--- src/rtl/pkt_defs_pkg.sv ---
// Shared widths, header layout, FSM encoding and header helper functions for the packet header parser.
// Build option PKT_HDR_CHECKSUM_EN: header grows to 8 bytes with a trailing 16-bit XOR checksum.
package pkt_defs_pkg;

    localparam int ADDR_WIDTH  = 10;
    localparam int MEM_WIDTH   = 8;
    localparam int WORD_WIDTH  = 16;
    localparam int MAX_PKT_LEN = 1024;
    localparam int IDX_WIDTH   = 3;

    localparam logic [IDX_WIDTH-1:0] SRC_OFS = 3'd0;
    localparam logic [IDX_WIDTH-1:0] DST_OFS = 3'd2;
    localparam logic [IDX_WIDTH-1:0] LEN_OFS = 3'd4;

`ifdef PKT_HDR_CHECKSUM_EN
    localparam int HDR_BYTES = 8;
`else
    localparam int HDR_BYTES = 6;
`endif

    localparam logic [IDX_WIDTH-1:0] LAST_IDX = IDX_WIDTH'(HDR_BYTES - 1);

    typedef enum logic [1:0] {
        ST_IDLE  = 2'd0,
        ST_READ  = 2'd1,
        ST_DRAIN = 2'd2,
        ST_DONE  = 2'd3
    } state_e;

    function automatic logic len_invalid(input logic [WORD_WIDTH-1:0] len);
        return (len == {WORD_WIDTH{1'b0}}) || (len > WORD_WIDTH'(MAX_PKT_LEN));
    endfunction

    // Even-index bytes fold into the high lane, odd-index bytes into the low lane.
    function automatic logic [WORD_WIDTH-1:0] csum_fold(
        input logic [WORD_WIDTH-1:0] acc,
        input logic [MEM_WIDTH-1:0]  data,
        input logic                  odd
    );
        logic [WORD_WIDTH-1:0] lane;
        if (odd) begin
            lane = {{(WORD_WIDTH-MEM_WIDTH){1'b0}}, data};
        end else begin
            lane = {data, {(WORD_WIDTH-MEM_WIDTH){1'b0}}};
        end
        return acc ^ lane;
    endfunction

endpackage

--- src/rtl/pkt_header_parser_if.sv ---
// Handshake and packet-memory bus of the header parser; slave is the parser side.
interface pkt_header_parser_if;
    import pkt_defs_pkg::*;

    logic                  start;
    logic [ADDR_WIDTH-1:0] base_addr;
    logic [ADDR_WIDTH-1:0] mem_addr;
    logic                  mem_rd_en;
    logic [MEM_WIDTH-1:0]  mem_rdata;
    logic [WORD_WIDTH-1:0] sourceID;
    logic [WORD_WIDTH-1:0] destinationID;
    logic [WORD_WIDTH-1:0] pkt_length;
    logic                  done;
    logic                  err;

    modport master (
        output start, base_addr, mem_rdata,
        input  mem_addr, mem_rd_en, sourceID, destinationID, pkt_length, done, err
    );

    modport slave (
        input  start, base_addr, mem_rdata,
        output mem_addr, mem_rd_en, sourceID, destinationID, pkt_length, done, err
    );

endinterface

--- src/rtl/pkt_header_parser_hdr_word_assembler.sv ---
// Shifts returned header bytes into the big-endian word registers and flags a bad header.
// With PKT_HDR_CHECKSUM_EN a running XOR over all header bytes must fold to zero.
module hdr_word_assembler
    import pkt_defs_pkg::*;
(
    input  logic                  clock,
    input  logic                  rst,
    input  logic                  clear,
    input  logic                  cap_vld,
    input  logic [IDX_WIDTH-1:0]  cap_idx,
    input  logic [MEM_WIDTH-1:0]  cap_byte,
    output logic [WORD_WIDTH-1:0] source_id,
    output logic [WORD_WIDTH-1:0] dest_id,
    output logic [WORD_WIDTH-1:0] pkt_len,
    output logic                  hdr_bad
);

    logic [WORD_WIDTH-1:0] src_r, dst_r, len_r;
    logic [WORD_WIDTH-1:0] src_nxt_s, dst_nxt_s, len_nxt_s;
    logic                  len_bad_s;

    // Route the byte being captured into the field its index belongs to
    always_comb begin
        src_nxt_s = src_r;
        dst_nxt_s = dst_r;
        len_nxt_s = len_r;
        if (cap_vld) begin
            case (cap_idx)
                SRC_OFS, SRC_OFS + 3'd1: src_nxt_s = {src_r[WORD_WIDTH-MEM_WIDTH-1:0], cap_byte};
                DST_OFS, DST_OFS + 3'd1: dst_nxt_s = {dst_r[WORD_WIDTH-MEM_WIDTH-1:0], cap_byte};
                LEN_OFS, LEN_OFS + 3'd1: len_nxt_s = {len_r[WORD_WIDTH-MEM_WIDTH-1:0], cap_byte};
                default: begin
                    src_nxt_s = src_r;
                    dst_nxt_s = dst_r;
                    len_nxt_s = len_r;
                end
            endcase
        end else begin
            src_nxt_s = src_r;
            dst_nxt_s = dst_r;
            len_nxt_s = len_r;
        end
    end

    // Header word registers, cleared when a new parse begins
    always_ff @(posedge clock or posedge rst) begin
        if (rst) begin
            src_r <= {WORD_WIDTH{1'b0}};
            dst_r <= {WORD_WIDTH{1'b0}};
            len_r <= {WORD_WIDTH{1'b0}};
        end else if (clear) begin
            src_r <= {WORD_WIDTH{1'b0}};
            dst_r <= {WORD_WIDTH{1'b0}};
            len_r <= {WORD_WIDTH{1'b0}};
        end else begin
            src_r <= src_nxt_s;
            dst_r <= dst_nxt_s;
            len_r <= len_nxt_s;
        end
    end

    // Evaluated against the next-state length so the verdict covers the final byte
    assign len_bad_s = len_invalid(len_nxt_s);

`ifdef PKT_HDR_CHECKSUM_EN
    logic [WORD_WIDTH-1:0] csum_r, csum_nxt_s;

    // Running XOR of every header byte, checksum bytes included
    always_comb begin
        csum_nxt_s = csum_r;
        if (cap_vld) begin
            csum_nxt_s = csum_fold(csum_r, cap_byte, cap_idx[0]);
        end else begin
            csum_nxt_s = csum_r;
        end
    end

    // Checksum accumulator register
    always_ff @(posedge clock or posedge rst) begin
        if (rst) begin
            csum_r <= {WORD_WIDTH{1'b0}};
        end else if (clear) begin
            csum_r <= {WORD_WIDTH{1'b0}};
        end else begin
            csum_r <= csum_nxt_s;
        end
    end

    assign hdr_bad = len_bad_s || (csum_nxt_s != {WORD_WIDTH{1'b0}});
`else
    assign hdr_bad = len_bad_s;
`endif

    assign source_id = src_r;
    assign dest_id   = dst_r;
    assign pkt_len   = len_r;

endmodule

--- src/rtl/pkt_header_parser.sv ---
// Reads a big-endian packet header from packet memory and presents its fields with done/err.
// Build option PKT_HDR_CHECKSUM_EN adds an 8-byte header with checksum verification.
module pkt_header_parser
    import pkt_defs_pkg::*;
(
    input  logic               clock,
    input  logic               rst,
    pkt_header_parser_if.slave bus
);

    state_e                state_r, state_nxt_s;
    logic [IDX_WIDTH-1:0]  cnt_r, cap_idx_r;
    logic [ADDR_WIDTH-1:0] mem_addr_r;
    logic                  mem_rd_en_r, cap_vld_r, done_r, err_r;
    logic                  parse_go_s, hdr_bad_s;
    logic [WORD_WIDTH-1:0] src_s, dst_s, len_s;

    assign parse_go_s = (state_r == ST_IDLE) && bus.start;

    // Next-state logic
    always_comb begin
        state_nxt_s = state_r;
        case (state_r)
            ST_IDLE: begin
                if (bus.start) state_nxt_s = ST_READ;
                else           state_nxt_s = ST_IDLE;
            end
            ST_READ: begin
                if (cnt_r == LAST_IDX) state_nxt_s = ST_DRAIN;
                else                   state_nxt_s = ST_READ;
            end
            ST_DRAIN: state_nxt_s = ST_DONE;
            ST_DONE: begin
                if (!bus.start) state_nxt_s = ST_IDLE;
                else            state_nxt_s = ST_DONE;
            end
            default: state_nxt_s = ST_IDLE;
        endcase
    end

    // State register
    always_ff @(posedge clock or posedge rst) begin
        if (rst) begin
            state_r <= ST_IDLE;
        end else begin
            state_r <= state_nxt_s;
        end
    end

    // Read issue, capture pipeline and handshake registers; capture trails issue by one cycle
    always_ff @(posedge clock or posedge rst) begin
        if (rst) begin
            mem_addr_r  <= {ADDR_WIDTH{1'b0}};
            mem_rd_en_r <= 1'b0;
            cnt_r       <= {IDX_WIDTH{1'b0}};
            cap_vld_r   <= 1'b0;
            cap_idx_r   <= {IDX_WIDTH{1'b0}};
            done_r      <= 1'b0;
            err_r       <= 1'b0;
        end else begin
            mem_rd_en_r <= (state_nxt_s == ST_READ);
            cap_vld_r   <= mem_rd_en_r;
            cap_idx_r   <= cnt_r;
            done_r      <= (state_nxt_s == ST_DONE);
            if (parse_go_s) begin
                mem_addr_r <= bus.base_addr;
                cnt_r      <= {IDX_WIDTH{1'b0}};
                err_r      <= 1'b0;
            end else if (state_r == ST_READ) begin
                mem_addr_r <= mem_addr_r + ADDR_WIDTH'(1'b1);
                cnt_r      <= cnt_r + IDX_WIDTH'(1'b1);
            end else if (state_r == ST_DRAIN) begin
                err_r <= hdr_bad_s;
            end else begin
                mem_addr_r <= mem_addr_r;
                cnt_r      <= cnt_r;
            end
        end
    end

    hdr_word_assembler u_asm (
        .clock     (clock),
        .rst       (rst),
        .clear     (parse_go_s),
        .cap_vld   (cap_vld_r),
        .cap_idx   (cap_idx_r),
        .cap_byte  (bus.mem_rdata),
        .source_id (src_s),
        .dest_id   (dst_s),
        .pkt_len   (len_s),
        .hdr_bad   (hdr_bad_s)
    );

    assign bus.mem_addr      = mem_addr_r;
    assign bus.mem_rd_en     = mem_rd_en_r;
    assign bus.sourceID      = src_s;
    assign bus.destinationID = dst_s;
    assign bus.pkt_length    = len_s;
    assign bus.done          = done_r;
    assign bus.err           = err_r;

endmodule

--- src/flat_wrapper.sv ---
// flat-port wrapper written by rule: the top's interface ports become plain ports
module pkt_header_parser_flat import pkt_defs_pkg::*;
  (clock, rst, bus_start, bus_base_addr, bus_mem_rdata, bus_mem_addr, bus_mem_rd_en, bus_sourceID, bus_destinationID, bus_pkt_length, bus_done, bus_err);
  pkt_header_parser_if bus_i ();
  input  logic clock;
  input  logic rst;
  input wire logic [$bits(bus_i.start)-1:0] bus_start;
  input wire logic [$bits(bus_i.base_addr)-1:0] bus_base_addr;
  input wire logic [$bits(bus_i.mem_rdata)-1:0] bus_mem_rdata;
  output wire logic [$bits(bus_i.mem_addr)-1:0] bus_mem_addr;
  output wire logic [$bits(bus_i.mem_rd_en)-1:0] bus_mem_rd_en;
  output wire logic [$bits(bus_i.sourceID)-1:0] bus_sourceID;
  output wire logic [$bits(bus_i.destinationID)-1:0] bus_destinationID;
  output wire logic [$bits(bus_i.pkt_length)-1:0] bus_pkt_length;
  output wire logic [$bits(bus_i.done)-1:0] bus_done;
  output wire logic [$bits(bus_i.err)-1:0] bus_err;
  assign bus_i.start = bus_start;
  assign bus_i.base_addr = bus_base_addr;
  assign bus_i.mem_rdata = bus_mem_rdata;
  assign bus_mem_addr = bus_i.mem_addr;
  assign bus_mem_rd_en = bus_i.mem_rd_en;
  assign bus_sourceID = bus_i.sourceID;
  assign bus_destinationID = bus_i.destinationID;
  assign bus_pkt_length = bus_i.pkt_length;
  assign bus_done = bus_i.done;
  assign bus_err = bus_i.err;
  pkt_header_parser u_core (.clock(clock), .rst(rst), .bus(bus_i));
endmodule
--- config.mk ---
export PLATFORM = sky130hd
export DESIGN_NAME = pkt_header_parser_flat
export DESIGN_NICKNAME = d
export VERILOG_FILES = /design/src/rtl/pkt_defs_pkg.sv /design/src/rtl/pkt_header_parser_if.sv /design/src/rtl/pkt_header_parser_hdr_word_assembler.sv /design/src/rtl/pkt_header_parser.sv /design/src/flat_wrapper.sv
export SDC_FILE = /design/constraint.sdc
export NUM_CORES = 1
export LEC_CHECK = 0
export BUFFER_PORTS_ARGS = -buffer_cell sky130_fd_sc_hd__buf_2
export CAP_MARGIN = 5
export CORE_ASPECT_RATIO = 0.8
export CORE_UTILIZATION = 40
export CTS_BUF_LIST = sky130_fd_sc_hd__clkbuf_16
export DETAILED_ROUTE_END_ITERATION = 16
export PLACE_DENSITY_LB_ADDON = 0.1
export SLEW_MARGIN = 25
export SYNTH_ARGS = -nofsm -noshare
export SYNTH_HDL_FRONTEND = slang
export SYNTH_SLANG_ARGS = --single-unit
--- constraint.sdc ---
create_clock -name clock -period 5.4 [get_ports clock]
set_input_delay 0 -clock clock [delete_from_list [all_inputs] [get_ports clock]]
set_output_delay 0 -clock clock [all_outputs]
set_load 0.01 [all_outputs]
# Word-level counts from Yosys, hierarchy flattened
# Index checks and enable logic that the tools add are counted.
totals:
  reg_bits: 70
  latchBits: 0
  mem_bits_rw: 0
  romBits: 0
  input_bits: 21
  output_inout_bits: 61
  wordCells: 62
  memories: 0
classes:
  add_sub_neg: 2
  multipliers: 0
  n_div: 0
  order_cmp: 1
  eq_ne: 12
  shifts: 0
  muxes: 20
  bitwise_logic: 0
  reduce_logical: 16
ops:
  columns: ["cell", "count"]
  rows:
  - ["16-bit two-way mux", 9]
  - ["10-bit two-way mux", 2]
  - ["16-bit by 11-bit greater-than comparator with 1-bit output, second input constant", 1]
  - ["16-bit zero test", 1]
  - ["10-bit by 1-bit adder with 10-bit output, second input constant", 1]
  - ["2-bit nonzero test", 5]
  - ["3-bit equality test, second input constant", 3]
  - ["2-bit one-hot mux with 4 select lines", 1]
  - ["2-bit equality test, second input constant", 3]
  - ["3-bit by 2-bit equality test with 1-bit output, second input constant", 2]
  - ["3-bit two-way mux", 2]
  - ["2-bit AND reduction", 3]
  - ["2-bit OR reduction", 3]
  - ["2-bit by 1-bit equality test with 1-bit output, second input constant", 2]
  - ["1-bit two-way mux", 4]
  - ["2-bit two-way mux", 2]
  - ["3-bit by 1-bit adder with 3-bit output, second input constant", 1]
  - ["3-bit by 1-bit equality test with 1-bit output, second input constant", 1]
  - ["3-bit zero test", 1]
  - ["2-bit zero test", 1]
  - ["2-bit by 1-bit != test with 1-bit output, second input constant", 1]
  - ["1-bit logical AND", 1]
  - ["1-bit logical OR", 1]

# Longest topological paths before layout
# Gate-level depths: netlist of run 1.
depth:
  word_depth: 9
  depth_mapped: 6
  ltp_nobuf: 5

# Cells and area by module
# A second synthesis of run 1 with hierarchy kept.
hier_totals:
  hier_cells: 321
  hier_area_um2: 3009.1
by_module_without_submodules:
  columns: ["mod", "n_inst", "cells_each", "area_per_inst_um2", "seq_area_each_um2"]
  rows:
  - ["hdr_word_assembler", 1, 226, 2015.7, 1201.2]
  - ["pkt_header_parser", 1, 95, 993.5, 550.5]

# Worst setup path after synthesis of run 1
# Ideal clock, no wire load.
synth_timing:
  path_kind: "reg2reg"
  start: "register u_core.cap_idx_r[1]"
  end: "register u_core.err_r, in the netlist u_core.bus.err"
  setup_time_ps: 69
  arrival_time_ps: 1481
  t_required_ps: 5331
  setup_slack_ps: 3850
  stages_incl_launch_ff: 6
  path_buffers: 1
  synth_period_minus_slack_ps: 1550
  path_cell_list: "dfrtp_1 and3b_1 buf_6 mux2_4 a2111o_1 nand3_1"
synth_via:
  elab_chain_cells: 9
  word_cells_on_any_way: 11
  cone_classes: "order compare (1); eq/ne (2); mux (5); reduce/logical (3)"
synth_lines:
  columns: ["item", "line_no", "source"]
  rows:
  - ["start, declared", "pkt_header_parser.sv:12", "logic [IDX_WIDTH-1:0] cnt_r, cap_idx_r;"]
  - ["start signal, assigned", "pkt_header_parser.sv:57", "cap_idx_r <= {IDX_WIDTH{1'b0}};"]
  - ["start signal, assigned", "pkt_header_parser.sv:63", "cap_idx_r <= cnt_r;"]
  - ["3-bit equality test", "pkt_header_parser_hdr_word_assembler.sv:28", "case (cap_idx)"]
  - ["2-bit OR reduction (*)", "pkt_header_parser_hdr_word_assembler.sv:28", null]
  - ["16-bit two-way mux (*)", "pkt_header_parser_hdr_word_assembler.sv:28", null]
  - ["16-bit two-way mux (*)", "pkt_header_parser_hdr_word_assembler.sv:27", "if (cap_vld) begin"]
  - ["16-bit by 11-bit greater-than comparator with 1-bit output / 16-bit zero test (equally long branches)", "pkt_defs_pkg.sv:31", "return (len == {WORD_WIDTH{1'b0}}) || (len > WORD_WIDTH'(MAX_PKT_LEN));"]
  - ["1-bit logical OR (*)", "pkt_defs_pkg.sv:31", null]
  - ["1-bit two-way mux (*)", "pkt_header_parser.sv:72", "end else if (state_r == ST_DRAIN) begin"]
  - ["1-bit two-way mux (*)", "pkt_header_parser.sv:69", "end else if (state_r == ST_READ) begin"]
  - ["1-bit two-way mux (*)", "pkt_header_parser.sv:65", "if (parse_go_s) begin"]
  - ["end signal, assigned", "pkt_header_parser.sv:73", "err_r <= hdr_bad_s;"]
  - ["end, declared", "pkt_header_parser.sv:14", "logic mem_rd_en_r, cap_vld_r, done_r, err_r;"]
# Mark *: on every way between the ends. The rest lies on a longest branch, timed or not. The select of a mux whose other input is x is not followed.
# A chain may end at the register's enable or synchronous reset.

# Final worst setup path of run 1
# Ends and elaborated chain as after synthesis.

==> results of run 1 <==
-- power groups by stage --
stage / Combinational (mW) / Sequential, mW / Clock [mW]
2_1_floorplan: 0.621 / 0.990 / 0
3_3_place_gp: 0.983 / 0.962 / 0
3_5_place_dp: 1.02 / 0.963 / 0
4_1_cts: 1.03 / 0.957 / 0.631
5_1_grt: 1.16 / 1.00 / 0.652
6_report: 1.03 / 0.960 / 0.619
-- synthesized netlist by cell type, drive strengths merged (2+ instances only) --
master    n  share of area
a21oi    60          0.099
a31oi     2         0.0041
and3b     2         0.0058
buf       5          0.010
clkbuf   15          0.019
dfrtp    69           0.57
ha        3          0.012
inv       4         0.0049
mux2i     2         0.0066
nand2   102           0.13
nand3     9          0.015
nand3b    2         0.0049
nand4     4         0.0082
nor2      9          0.011
nor3      7          0.012
nor4      3         0.0062
o21ai     9          0.015
o22a      2         0.0058
o22ai     8          0.016
o32ai     2         0.0058
or3b      2         0.0058
-- worst max-delay path: cells and delay by family (launching register included) --
kind,cells,cell delay (ps)
AOI/OAI and AO/OA,1,380
muxes,1,360
and+or+nand+nor,2,740
DFF,1,440
-- per-stage QoR --
stage	hold slack [ps]	cell area (µm²)	power, mW	setup slack [ps]
2_1_floorplan	117	3040	1.61	3660
5_1_grt	51.4	4030	2.81	3340
3_3_place_gp	218	3510	1.94	3280
3_5_place_dp	240	3560	1.98	3460
6_report	25.0	4030	2.61	3410
4_1_cts	4.12	4030	2.62	3450
-- final cells by class --
type / count / area (µm²) / area share
Sequential cell: 69 / 1730 / 0.428
Clock inverter: 7 / 91.3 / 0.0226
Multi-Input combinational cell: 242 / 1230 / 0.304
Timing Repair Buffer: 99 / 618 / 0.153
Clock buffer: 9 / 225 / 0.0558
Inverter: 4 / 15.0 / 0.00372
Tap cell: 105 / 131 / 0.0326
-- state kept, by name (all words and copies together) (netlist names) --
signal / count
u_core.cap_idx_r: 2
u_core.state_r: 2
u_core.cap_vld_r: 1
u_core.u_asm.source_id: 16
u_core.bus.mem_rd_en: 1
u_core.bus.mem_addr: 10
u_core.u_asm.dest_id: 16
u_core.bus.err: 1
u_core.bus.done: 1
u_core.cnt_r: 3
u_core.u_asm.pkt_len: 16
-- routing by layer --
layer / part of all wire / vias up / GRT usage
met1: 0.48 / 1267 / 0.281
li1: - / 1340 / -
met4: 0.014 / 0 / 0.0647
met2: 0.45 / 81 / 0.321
met3: 0.054 / 12 / 0.0587
met5: 0 / - / 0
-- worst paths after layout --
kind | end | depth (start not counted) | slack [ps] | from
min reg2reg | u_core.cap_idx_r[1]$_DFF_PP0_ | 0 | 410 | u_core.cnt_r[1]$_DFFE_PP0P_
max | u_core.bus.err$_DFFE_PP0P_ | 4 | 3410 | u_core.cap_idx_r[1]$_DFF_PP0_
min in group asynchronous | u_core.u_asm.source_id[13]$_DFFE_PP0P_ | 4 | 480 | rst
max in group asynchronous | u_core.u_asm.pkt_len[4]$_DFF_PP0_ | 4 | 4350 | rst
min | u_core.bus.mem_addr[1]$_DFFE_PP0P_ | 3 | 30 | bus_base_addr[1]
max reg2reg | u_core.bus.err$_DFFE_PP0P_ | 4 | 3410 | u_core.cap_idx_r[1]$_DFF_PP0_
-- logic make-up (layout without fill, tap and decap cells) --
kind of cell / after synthesis / in the layout / synth area share
AOI/OAI and AO/OA: 90 / 90 / 0.165
xor gates and xnor gates: 1 / 1 / 0.00288
adders and majority gates: 3 / 3 / 0.0123
buffers and inverters: 24 / 119 / 0.0337
DFF: 69 / 69 / 0.568
muxes: 3 / 3 / 0.0115
and+or+nand+nor: 145 / 145 / 0.207
-- timing repair --
action	CTS	global route
endpoints found under the hold margin	99	0
setup endpoints to repair	0	0
hold buffers	15	0
gates resized for setup	0	0
-- cells in the final DEF, fill, tap and decap left out, types with 3 or more instances in the layout --
cell type        n
a21oi_1         60
buf_2           81
clkbuf_16        9
dfrtp_1         69
dlygate4sd3_1   15
ha_1             3
inv_1            4
nand2_1        102
nand3_1          9
nand4_1          4
nor2_1           8
nor3_1           7
nor4_1           3
o21ai_0          9
o22ai_1          8
==> metrics, run 1 <==
synthesis-stage register bit count=69; leak pwr=1.91 nW; Via-to-Cell Ratio=5.05; worst-path cell chain=and3b_1 > mux2_4 > a2111o_1 > nand3_1; Initial DRC Count=156; Pwr Density=646 mW/mm²; Vias=2700; Reg power frac=0.368; n_diodes=0; Least-Margin Pin Slew=883 ps; final layout net count=449; Synth Net Count=359; die area=0.00796 mm²; # DRC=1; grt ovf=0; RSZ-0062 raised after global routing=no; Combinational Power Share=0.394; slowest CP cell=and3b_1; DRT antenna net count=0; detailed-route wire length=7.83 mm; endpoints failing hold=0; Psw=1.04 mW; Initial Utilization=0.411; synthesized area=0.00304 mm²; CTS tree=done; clock network power share=0.238; Crit path required time=5660 ps; dpl hpwl=5.05 mm; Sw Ratio=0.398; number of synthesized flops with an enable pin=0; Pins Over Slew Limit=0; area grow syn2layout=32.6%; Yosys warnings=0; crit-path max FO=18; Max Cap Viol=0; PortBufs=81; CTS Sinks=69; largest net degree at the start of global routing=70; Synth Instances=335; # setup viols final=0; Die Span X=99.5 µm; Clock Path Buffers=2; Worst path max stage delay=660 ps; # fillers=695; Peak supply drop=241 µV; status=complete, but fails checks; router iterations before antenna repair=10; Core Area=0.00739 mm²; clk slew on worst S/H paths=60 ps; Synth Flop Type=dfrtp_1; Rows=28; initial antenna violation count=0; clock latency on the worst-skew pair=330 ps; Hold Crit Class=in -> reg; CP Capture Type=register; layout cells sized above 1=0.247; Max Fclk=504 MHz; Post-synth ARST share=1.00; Syn Area/Cell=9.08 µm²; Crit Path Category=reg -> reg; Distinct cells, synth=36; total global routing track utilization=0.207; Wirelength per Cell=14.6 µm; vias in the first global route=2540; crit share post-route=0.368; clock skew=7.41 ps; slew margin rel.=0.411; H-Tree Depth=3; placed insts=504; CP startpoint kind=register; first-pass GRT wire length=12.6 mm; share of the core filled with cells=0.546; min Tclk post-route=1990 ps; failing checks=design-rule violations; Die Height=80.0 µm; Worst Path Arrival=2250 ps; setup_tns=0 ps; post-synthesis sequential area ratio=0.568; P_int=1.57 mW; I/O pin cnt=82; Root Buffer=clkbuf_16; CTS buffer count=9; # Post-CTS Setup Buffers=0; Final Wtd Congestion=0.818; Layout Cells excl Fill=535
(Power assumes the default switching activity.)
==> run 2, diff against run 1 <==
==> constraint.sdc (replaced) <==
create_clock -name clock -period 1.7 [get_ports clock]
set_input_delay 0 -clock clock [delete_from_list [all_inputs] [get_ports clock]]
set_output_delay 0 -clock clock [all_outputs]
set_load 0.01 [all_outputs]
==> metrics, run 2 (synthesized netlist as in run 1, its figures left out) <==
Least-Margin Pin Slew=584 ps (-299 ps); crit share post-route=0.885 (+0.517); Wirelength per Cell=14.8 µm (+1.2%); total global routing track utilization=0.220 (+0.0131); Initial DRC Count=161 (+3.2%); commonest non-fill, non-tap cells in the layout=nand2_1 (102), buf_2 (81), dfrtp_1 (69); H-Tree Depth=3 (unchanged); slowest CP cell=dfrtp_1; share of the core filled with cells=0.561 (+0.0151); # setup viols final=0 (unchanged); clk slew on worst S/H paths=60 ps (about the same); PortBufs=81 (unchanged); status=completed; CP Buf/Inv Count=0 (unchanged); RSZ-0062 raised after global routing=no; layout cells sized above 1=0.270 (+0.0238); vias in the first global route=2635 (+3.7%); CTS tree=done; final layout net count=463 (+3.1%); slew margin rel.=0.611 (+0.200); Crit Path Category=reg -> reg; grt ovf=0 (unchanged); crit-path max FO=6 (-12); setup ws final=196 ps (-3220 ps); Clock Path Buffers=2 (unchanged); post-cts gate resize count=0 (unchanged); largest net degree at the start of global routing=54 (-23%); CP top delay family=flip-flops; I/O pin cnt=82 (unchanged); Core Area=0.00739 mm² (unchanged); Final Wtd Congestion=0.835 (+2.0%); DRT antenna net count=0 (unchanged); clock latency on the worst-skew pair=330 ps (about the same); Hold Crit Class=in -> reg; worst-path cell chain=and3b_1 > mux2_4 > a2111o_1 > nand3_1; Peak supply drop=948 µV (+290%); CP startpoint kind=register; Via-to-Cell Ratio=5.05 (about the same); Initial Utilization=0.411 (unchanged); Worst path max stage delay=410 ps (-250 ps); # DRC=0 (-1); total power draw=8.66 mW (+230%); Crit path required time=1970 ps (-3690 ps); initial antenna violation count=0 (unchanged); first-pass GRT wire length=13.4 mm (+5.9%); Worst Path Arrival=1770 ps (-480 ps); Max Fclk=665 MHz (+32%); placed insts=517 (+2.6%); area grow syn2layout=36.3%; dpl hpwl=5.37 mm (+6.4%); Vias=2770 (+2.6%); Max Cap Viol=0 (unchanged); setup_tns=0 ps (unchanged); router iterations before antenna repair=4 (-6); Die Span X=99.5 µm (unchanged); commonest non-fill, non-tap cell in the layout=nand2_1; die area=0.00796 mm² (unchanged); CTS buffer count=9 (unchanged); Place WS=196 ps (-3270 ps); clock skew=6.52 ps (-0.887 ps); leak pwr=1.98 nW (+3.7%); Pwr Density=2090 mW/mm² (+220%); Layout Cells excl Fill=549 (+2.6%); Pins Over Slew Limit=0 (unchanged); Root Buffer=clkbuf_16; CP Capture Type=register; Rows=28 (unchanged); min Tclk post-route=1500 ps (-482 ps); Die Height=80.0 µm (unchanged); CTS Sinks=69 (unchanged); n_diodes=0 (unchanged); endpoints failing hold=0 (unchanged); detailed-route wire length=8.13 mm (+3.8%)
run 2: changes by cell type in the layout (fill, tap and decap cells not counted), moves of 2 or more:
cell,previous run,this run
buf_4,1,14
buf_16,2,0
buf_12,0,2
clkinv_2,0,2
run 2: worst paths after layout:
kind / from / endpoint / slack [ps] / cells after the start
setup / recovery: u_core.cap_idx_r[2]$_DFF_PP0_ / u_core.bus.err$_DFFE_PP0P_ / 200 / 4
max in group asynchronous: rst / u_core.u_asm.source_id[8]$_DFFE_PP0P_ / 890 / 4
hold / removal: bus_base_addr[9] / u_core.bus.mem_addr[9]$_DFFE_PP0P_ / 30 / 3
setup reg to reg: u_core.cap_idx_r[2]$_DFF_PP0_ / u_core.bus.err$_DFFE_PP0P_ / 200 / 4
hold reg to reg: u_core.bus.mem_rd_en$_DFF_PP0_ / u_core.cap_vld_r$_DFF_PP0_ / 370 / 0
min in group asynchronous: rst / u_core.bus.done$_DFF_PP0_ / 220 / 3
run 2: metal layers:
| metal | wire length (µm) | global-route usage |
|---|---|---|
| met1 | 4070 | 0.309 |
| met2 | 3700 | 0.329 |
| met3 | 334 | 0.0692 |
| met4 | 27 | 0.0574 |
| met5 | 0 | 0 |
run 2: layout make-up:
type | instances | area [µm²]
inverters | 4 | 18.8
flip-flops and latches | 69 | 1730
repair buffers | 113 | 711
clock buffers | 9 | 225
multi-input cells | 242 | 1220
well taps | 105 | 131
fillers | 718 | 3250
clock inverters | 7 | 113
run 2: worst register-to-register path: cells and delay by family, from the launching register on:
| kind | cells | cell delay, ps |
|---|---|---|
| multiplexers | 1 | 330 |
| AO/OA/AOI/OAI | 1 | 380 |
| flip-flops | 1 | 410 |
| AND/OR/NAND/NOR | 2 | 330 |
run 2: metrics by stage:
stage / hold slack (ps) / cell area [µm²]
after floorplan: 117 / 3050
after global placement: 21.2 / 3650
after detailed placement: 27.4 / 3650
after CTS: 18.5 / 4150
after global routing: 62.9 / 4150
final: 31.8 / 4150
run 2: power by group:
| part | switching (mW) | leakage, nW | internal, mW | total [mW] |
|---|---|---|---|---|
| combinational | 2.06 | 0.938 | 1.51 | 3.57 |
| clock | 0.707 | 0.167 | 1.43 | 2.13 |
| sequential | 0.597 | 0.877 | 2.36 | 2.96 |
| total | 3.37 | 1.98 | 5.30 | 8.66 |
run 2: timing repair:
item,CTS,global route
hold buffers,16,0
buffers inserted,0,0
endpoints found under the hold margin,47,0
==> run 3, diff against run 2 <==
--- a/config.mk
+++ b/config.mk
@@ -8,7 +8,7 @@
 export BUFFER_PORTS_ARGS = -buffer_cell sky130_fd_sc_hd__buf_2
 export CAP_MARGIN = 5
 export CORE_ASPECT_RATIO = 0.8
-export CORE_UTILIZATION = 40
+export CORE_UTILIZATION = 39
 export CTS_BUF_LIST = sky130_fd_sc_hd__clkbuf_16
 export DETAILED_ROUTE_END_ITERATION = 16
 export PLACE_DENSITY_LB_ADDON = 0.1
==> metrics, run 3 (synthesized netlist as in run 1, its figures left out) <==
dpl hpwl=5.50 mm (+2.5%); Max Cap Viol=0 (unchanged); clk slew on worst S/H paths=50 ps (about the same); Placed Area=0.00365 mm² (+0.21%); slowest CP cell=dfrtp_1; # setup viols final=0 (unchanged); initial antenna violation count=0 (unchanged); Crit Path Category=reg -> reg; Hold Crit Class=in -> reg; CP startpoint kind=register; design area=0.00405 mm² (-2.2%); Pwr Density=2010 mW/mm² (-4.0%); n_diodes=0 (unchanged); CTS hold repair buffers=14 (-2); CP Buf/Inv Count=0 (unchanged); CTS Sinks=69 (unchanged); Crit path required time=1950 ps (-20 ps); # DRC=0 (unchanged); first-pass GRT wire length=13.5 mm (+0.98%); Peak supply drop=804 µV (-15%); # fillers=721 (+0.42%); slew margin rel.=0.598 (-0.0130); PortBufs=81 (unchanged); final layout net count=462 (-0.22%); worst-path cell chain=and3b_1 > mux2_4 > a2111o_1 > nand3_1; I/O pin cnt=82 (unchanged); Core Area=0.00746 mm² (+0.95%); Root Buffer=clkbuf_16; Pins Over Slew Limit=0 (unchanged); vias in the first global route=2686 (+1.9%); endpoints failing hold=0 (unchanged); CP top delay family=flip-flops; total global routing track utilization=0.217 (-0.00322); Rows=28 (unchanged); Register Area=0.00173 mm² (unchanged); clock skew=5.12 ps (-1.41 ps); router iterations before antenna repair=4 (unchanged); CTS tree=done; layout cells sized above 1=0.269 (-0.00165); total power draw=8.14 mW (-6.1%); area grow syn2layout=33.3%; Via-to-Cell Ratio=5.03 (-0.40%); Worst path max stage delay=410 ps (about the same); leak pwr=1.94 nW (-2.0%); DRT antenna net count=0 (unchanged); setup ws final=121 ps (-74.5 ps); crit-path max FO=6 (unchanged); # Post-CTS Setup Buffers=0 (unchanged); Initial DRC Count=143 (-11%); min Tclk post-route=1580 ps (+74.5 ps); Wirelength per Cell=14.7 µm (-0.61%); clock latency on the worst-skew pair=320 ps (about the same); Clock Path Buffers=2 (unchanged); area occupied by multi-input gates=0.00122 mm² (unchanged); CTS buffer count=9 (unchanged); largest net degree at the start of global routing=49 (-9.3%); RSZ-0062 raised after global routing=no; WHS=15.2 ps (-16.6 ps); Final Wtd Congestion=0.810 (-3.0%); CP Capture Type=register; H-Tree Depth=3 (unchanged); detailed-route wire length=8.07 mm (-0.79%); worst reg-to-reg setup slack=120 ps (-70 ps); post-cts gate resize count=0 (unchanged); status=completed; commonest non-fill, non-tap cell in the layout=nand2_1; Initial Utilization=0.408 (-0.00386); Die Span X=101 µm (+1.2%); Least-Margin Pin Slew=603 ps (+19.5 ps); Place WS=108 ps (-87.9 ps); die area=0.00816 mm² (+2.5%); crit share post-route=0.929 (+0.0438); setup_tns=0 ps (unchanged); Vias=2754 (-0.58%); Max Fclk=633 MHz (-4.7%); Worst Path Arrival=1830 ps (+60 ps); commonest non-fill, non-tap cells in the layout=nand2_1 (102), buf_2 (81), dfrtp_1 (69); Die Height=81.0 µm (+1.2%); grt ovf=0 (unchanged)
-- run 3: changes by cell type in the layout (fill, tap and decap cells not counted), sizes merged --
cell,change
buf,+1
bufinv,-3
clkinv,+2
clkinvlp,+1
dlygate4sd3,-2
-- run 3: metrics by stage --
step                 util  std cells
finish              0.543        548
global route        0.543        548
CTS                 0.543        548
detailed placement  0.490        518
global placement    0.490        518
floorplan               -        335
-- run 3: layout make-up --
type	count	share of cell area
multi-input combinational	242	0.301
sequential	69	0.426
tap	105	0.0324
inverter	4	0.00463
timing repair buffer	112	0.172
clock inverter	7	0.00833
clock buffer	9	0.0556
-- run 3: report_power, final --
part / total (mW) / internal, mW / leakage, nW / switching [mW]
combinational: 3.58 / 1.52 / 0.935 / 2.06
clock: 1.61 / 0.961 / 0.131 / 0.647
sequential: 2.95 / 2.36 / 0.877 / 0.588
total: 8.14 / 4.84 / 1.94 / 3.30
-- run 3: tightest hold or removal path, stage by stage --
cell     delay, ps
buf_2           80
o22ai_1         70
a21oi_1        140
-- run 3: final timing paths --
check | start | to | cells past startpoint
max reg2reg | u_core.cap_idx_r[2]$_DFF_PP0_ | u_core.bus.err$_DFFE_PP0P_ | 4
min | bus_base_addr[6] | u_core.bus.mem_addr[6]$_DFFE_PP0P_ | 3
max | u_core.cap_idx_r[2]$_DFF_PP0_ | u_core.bus.err$_DFFE_PP0P_ | 4
max in group asynchronous | rst | u_core.bus.mem_addr[2]$_DFFE_PP0P_ | 4
min reg2reg | u_core.bus.mem_rd_en$_DFF_PP0_ | u_core.cap_vld_r$_DFF_PP0_ | 0
min in group asynchronous | rst | u_core.u_asm.pkt_len[6]$_DFF_PP0_ | 3
-- run 3: layer usage --
metal	part of all wire	GRT usage
met3	0.052	0.0585
met5	0	0
met1	0.49	0.312
met4	0.0040	0.0652
met2	0.46	0.320
